<file path="config.mk">
export PLATFORM = sky130hd
export DESIGN_NAME = fp32_accum
export DESIGN_NICKNAME = d
export VERILOG_FILES = /design/src/rtl/fp32_accum.sv
export SDC_FILE = /design/constraint.sdc
export NUM_CORES = 1
export LEC_CHECK = 0
export CAP_MARGIN = 20
export CORE_MARGIN = 2
export CORE_UTILIZATION = 50
export DETAILED_ROUTE_END_ITERATION = 10
export HOLD_SLACK_MARGIN = 0.1
export PLACE_DENSITY = 0.7
export SKIP_LAST_GASP = 1
export SLEW_MARGIN = 20
export SYNTH_ARGS = -nofsm -noshare
export SYNTH_HDL_FRONTEND = slang
export SYNTH_SLANG_ARGS = --single-unit
</file>
<file path="constraint.sdc">
create_clock -name clk -period 7.5 [get_ports clk]
set_input_delay 1.125 -clock clk [delete_from_list [all_inputs] [get_ports clk]]
set_output_delay 1.125 -clock clk [all_outputs]
set_load 0.02 [all_outputs]
</file>
<file path="src/rtl/fp32_accum.sv">
// fp32_accum: sequential FP32 stream accumulator (truncating, denormals flushed), valid/ready in and out.
module fp32_accum #(
  parameter int MAX_NORM = 24
) (
  input  logic        clk,
  input  logic        rst,
  input  logic        in_valid,
  input  logic [31:0] in_data,
  input  logic        in_last,
  output logic        in_ready,
  output logic        out_valid,
  output logic [31:0] out_data,
  input  logic        out_ready
);
  localparam int CW = $clog2(MAX_NORM + 1);
  typedef enum logic [2:0] {IDLE, ALIGN, ADD, NORM, DONE} state_t;
  state_t state;
  logic [31:0] a, b, acc, spec, spec_c, res;
  logic [23:0] ma, mb, ma_c, mb_c, hi_m, lo_m, lo_sh;
  logic [7:0] ea, ea_c, eb_c, hi_e, lo_e, d, ex;
  logic [24:0] sum;
  logic [CW-1:0] cnt;
  logic last_r, sp, sign, sub, sw, hi_s, lo_s, is_sp, fin, ovf;
  always_comb begin
    ea_c = a[30:23];
    eb_c = b[30:23];
    ma_c = ea_c == 8'd0 ? 24'd0 : {1'b1, a[22:0]};
    mb_c = eb_c == 8'd0 ? 24'd0 : {1'b1, b[22:0]};
    sw = {eb_c, mb_c} > {ea_c, ma_c};
    hi_e = sw ? eb_c : ea_c;
    lo_e = sw ? ea_c : eb_c;
    hi_m = sw ? mb_c : ma_c;
    lo_m = sw ? ma_c : mb_c;
    hi_s = sw ? b[31] : a[31];
    lo_s = sw ? a[31] : b[31];
    d = hi_e - lo_e;
    lo_sh = d >= 8'd25 ? 24'd0 : lo_m >> d;
    is_sp = ea_c == 8'hff || eb_c == 8'hff;
    spec_c = ea_c == 8'hff ? {a[31], 8'hff, 23'd0} : {b[31], 8'hff, 23'd0};
  end
  // One NORM decision per cycle; anything not finishing here is a left shift.
  always_comb begin
    ovf = ex >= 8'd254;
    fin = sp || sum == 25'd0 || sum[24] || sum[23] || ex <= 8'd1 || cnt == CW'(MAX_NORM);
    res = sp ? spec
        : sum == 25'd0 ? 32'd0
        : sum[24] ? (ovf ? {sign, 8'hff, 23'd0} : {sign, ex + 8'd1, sum[23:1]})
        : sum[23] ? {sign, ex, sum[22:0]}
        : 32'd0;
  end
  always_ff @(posedge clk) begin
    if (rst) begin
      state <= IDLE;
      acc <= 32'd0;
      out_valid <= 1'b0;
      out_data <= 32'd0;
      in_ready <= 1'b1;
      a <= 32'd0;
      b <= 32'd0;
      last_r <= 1'b0;
      ma <= 24'd0;
      mb <= 24'd0;
      ea <= 8'd0;
      sign <= 1'b0;
      sub <= 1'b0;
      sp <= 1'b0;
      spec <= 32'd0;
      sum <= 25'd0;
      ex <= 8'd0;
      cnt <= '0;
    end else begin
      case (state)
        IDLE: if (in_valid) begin
          a <= acc;
          b <= in_data;
          last_r <= in_last;
          in_ready <= 1'b0;
          state <= ALIGN;
        end
        ALIGN: begin
          ma <= hi_m;
          mb <= lo_sh;
          ea <= hi_e;
          sign <= hi_s;
          sub <= hi_s ^ lo_s;
          sp <= is_sp;
          spec <= spec_c;
          state <= ADD;
        end
        ADD: begin
          sum <= sub ? {1'b0, ma} - {1'b0, mb} : {1'b0, ma} + {1'b0, mb};
          ex <= ea;
          cnt <= '0;
          state <= NORM;
        end
        NORM: if (fin) begin
          acc <= last_r ? 32'd0 : res;
          if (last_r) begin
            out_data <= res;
            out_valid <= 1'b1;
            state <= DONE;
          end else begin
            in_ready <= 1'b1;
            state <= IDLE;
          end
        end else begin
          sum <= sum << 1;
          ex <= ex - 8'd1;
          cnt <= cnt + 1'b1;
        end
        DONE: if (out_ready) begin
          out_valid <= 1'b0;
          in_ready <= 1'b1;
          state <= IDLE;
        end
        default: state <= IDLE;
      endcase
    end
  end
endmodule
</file>
==> summary.md <==
| Metric | Value |
|---|---|
| CP Launch Type | flip-flop |
| CP bufs+invs | 1 |
| Share of the synthesized area in the top cell type | 32.8% |
| Status | finished with violations |
| Root Driver | clkbuf_16 |
| Share of layout cells above drive strength 1 | 6.98% |
| Commonest non-fill, non-tap cell in the layout | nand2_1 |
| Inst Count DP | 2,192 |
| FF+latch count, synth | 233 |
| Final Hold Vio Count | 0 |
| Setup Viol. Count Final | 0 |
| Ports | 71 |
| Post-Place Cell Area | 15,000 um2 |
| Post-synth EDFFs | 0 |
| Port Buf Inserts | 70 |
| Commonest non-fill, non-tap cells in the layout | nand2_1, nor2_1, dfxtp_1, a21oi_1, nor3_1 |
| First-pass GRT wire length | 67.0 mm |
| Die footprint | 29,800 um2 |
| CP Cell Sequence | nor4_1 > nand2_1 > buf_4 > nand2_1 > ha_1 > a211o_1 > a21oi_1 > o221ai_1 > a211o_1 > a2bb2oi_4 > a21oi_1 > ha_1 > a21oi_1 > mux2i_1 > a41o_1 > or3_1 > nand3_1 > nand3_1 > o211ai_1 |
| Post-route ant nets | 0 |
| DRC | 1 |
| Setup TNS | 0 ns |
| Initial Util | 51.0% |
| Met3 Use GR | 4.99% |
| Skew-Pair Late Insertion Delay | 0.57 ns |
| GR met2 Demand/Resource | 42.3% |
| Post-route cell area | 15,900 um2 |
| Vias/cell | 6.07 |
| Filler Cells Inserted | 2,667 |
| Clock slew at reported path FFs | 0.06 ns |
| DIE WIDTH | 173 um |
| # resized after CTS | 0 |
| Yosys warnings | 0 |
| Critical Path Most Common Cell | a21oi_1 |
| Critical Path AT | 6.62 ns |
| # Post-CTS Setup Buffers | 0 |
| Tightest Pin Transition | 1.12 ns |
| Syn avg cell area | 7.63 um2 |
| Failing checks | DRC |
| Syn_nets | 1,969 |
| Critical path class | flip-flop to flip-flop |
| MaxCap Viol Count | 0 |
| CTS Hold Bufs | 0 |
| Post-route insts no fill | 2,241 |
| Synth area leaders | dfxtp_1, nand2_1, a21oi_1 |
| Die Y | 173 um |
| Antenna diode count | 0 |
| Fin nets | 1,945 |
| Global routing's busiest layer | met2 |
| CTS buffer count | 27 |
| Total power | 5.02 mW |
| Row count | 61 |
| Synth Flop Type | dfxtp_1 |
| H-tree levels | 1 |
| PD cells | 316 nW/um2 |
| Slowest CP cell | nand2_1 |
| Synth area leader | dfxtp_1 |
| Syn Inst Count | 1,867 |
| Largest net degree at the start of global routing | 93 |
| Crit end category | flip-flop |
| DRT Wirelength | 42.3 mm |
| TritonCTS clock tree | yes |
| CP delay by family, top | simple AND/OR/NAND/NOR gates |
| Post-synthesis async set-or-reset flop share | 0% |
| Number of global-route vias before repair | 12,282 |
| Pleak | 5.69 nW |
| Total routing usage reported by global routing | 27.4% |
| DRT iter0 DRCs | 1,487 |
| Area growth, synth to finish | 11.8% |
| Critical Path Fanout Max | 34 |
| CP peak stage delay | 0.67 ns |
| Grt met1 use | 37.9% |
| RSZ-0062 raised after global routing | false |
| Placer Congestion | 0.972 |
| Area of the multi-input gates | 8790 um2 |
| CTS sink cnt | 233 |
| Req. time, crit path | 7.97 ns |
| Post-synthesis sequential area ratio | 32.8% |
| Routed len/inst | 18.9 um |
| Via Count | 13,610 |
| Slew Limit Fails | 0 |
| Max_slew headroom | 25.1% |
| Initial antenna violation count | 0 |
| Worst min path class | flip-flop to flip-flop |
| Grt total ovfl | 0 |
| Clk buf depth | 3 |
| FF+latch area | 4660 um2 |
| Final period utilization | 82.0% |
| Setup Skew | 0.0183 ns |
| Distinct cells, synth | 80 |
| Max IR drop VDD | 184 uV |
| Post-layout minimum cycle time | 6.15 ns |
| Core area | 27,900 um2 |
| Max Fclk | 163 MHz |
| Post-Syn Area | 14,200 um2 |
| Detail Placement HPWL | 31.0 mm |
| Drt first pass iters | 8 |
==> Yosys cell counts (4+ instances only) <==
cell      number
a311oi_1      36
a21o_1        11
buf_4          4
o21a_1        10
and3_1         9
a211oi_1      38
nand2b_1       7
xnor2_1       31
dfxtp_1      233
and2_1         4
mux2_2         9
ha_1          64
nand3b_1       4
nand4_1       16
xor2_1         9
o21ai_1       12
a32o_1         4
o21bai_1       4
nand2_1      264
a31oi_1       44
o31ai_1        6
buf_1         11
buf_2         13
o22ai_1        4
nor3_1        95
nor2_1       249
clkbuf_1     112
or3_1         11
mux4_2        24
o21ai_0       53
o211ai_1       9
mux2i_1       41
nand3_1       31
a22oi_1        7
a211o_1        5
a21oi_1      192
nor2b_1       31
inv_1         64
nor4_1        37
==> cell families (layout without fill, tap and decap cells) <==
logic type	after synthesis	count (layout)	synth area share (%)
AND/OR/NAND/NOR	782	782	24.9
AO/OA/AOI/OAI	464	464	20.6
flip-flops	233	233	32.8
buffers and inverters	207	203	5.86
multiplexers	75	75	7.57
adder cells (fa/ha/maj)	65	65	5.76
XOR/XNOR	41	41	2.57
==> tightest hold or removal path, stage by stage, from the launching register on <==
cell and delay (ns):
dfxtp_1 0.31, nand2_1 0.05, a21oi_1 0.05
==> layout make-up <==
cell class                      count  area share (%)
Timing Repair Buffer               90            5.35
Multi-Input combinational cell   1427            55.2
Inverter                           64            1.51
Tap cell                          378            2.97
Clock inverter                     12           0.747
Sequential cell                   233            29.3
Clock buffer                       37            4.92
==> worst paths after layout <==
| kind | startpoint | endpoint | slack, ns | depth (start not counted) |
|---|---|---|---|---|
| worst max-delay path | a[23] | mb[2] | 1.35 | 19 |
| worst min register to register | out_data[22] | out_data[22] | 0.45 | 2 |
| worst min-delay path | out_data[22] | out_data[22] | 0.45 | 2 |
| worst max register to register | a[23] | mb[2] | 1.35 | 19 |
==> metal layers <==
metal / wire [um] / vias to the layer above
met2: 18600 / 483
met4: 1650 / 0
met5: 0 / -
met3: 3040 / 100
met1: 19000 / 6402
li1: - / 6625
==> stage by stage <==
step                hold slack (ns)  setup WS (ns)  util [%]
floorplan                     0.432           2.05         -
global placement              0.445           1.43      53.7
detailed placement            0.448           1.41      53.7
CTS                           0.456           1.41      57.0
global route                  0.470          0.716      57.0
finish                        0.455           1.35      57.0
==> state kept, by name, summed over array words and instances (netlist names), 2 cells and up <==
register,flops
sum,25
spec,2
cnt,5
b,32
out_data,32
state,3
ex,8
mb,24
ea,8
ma,24
acc,32
a,32
==> report_power, final <==
group	internal, mW	switching (mW)
registers	1.34	0.123
clock network	0.771	0.553
logic	0.800	1.44
total	2.91	2.11
No activity file was read; power rests on OpenSTA's default activity.
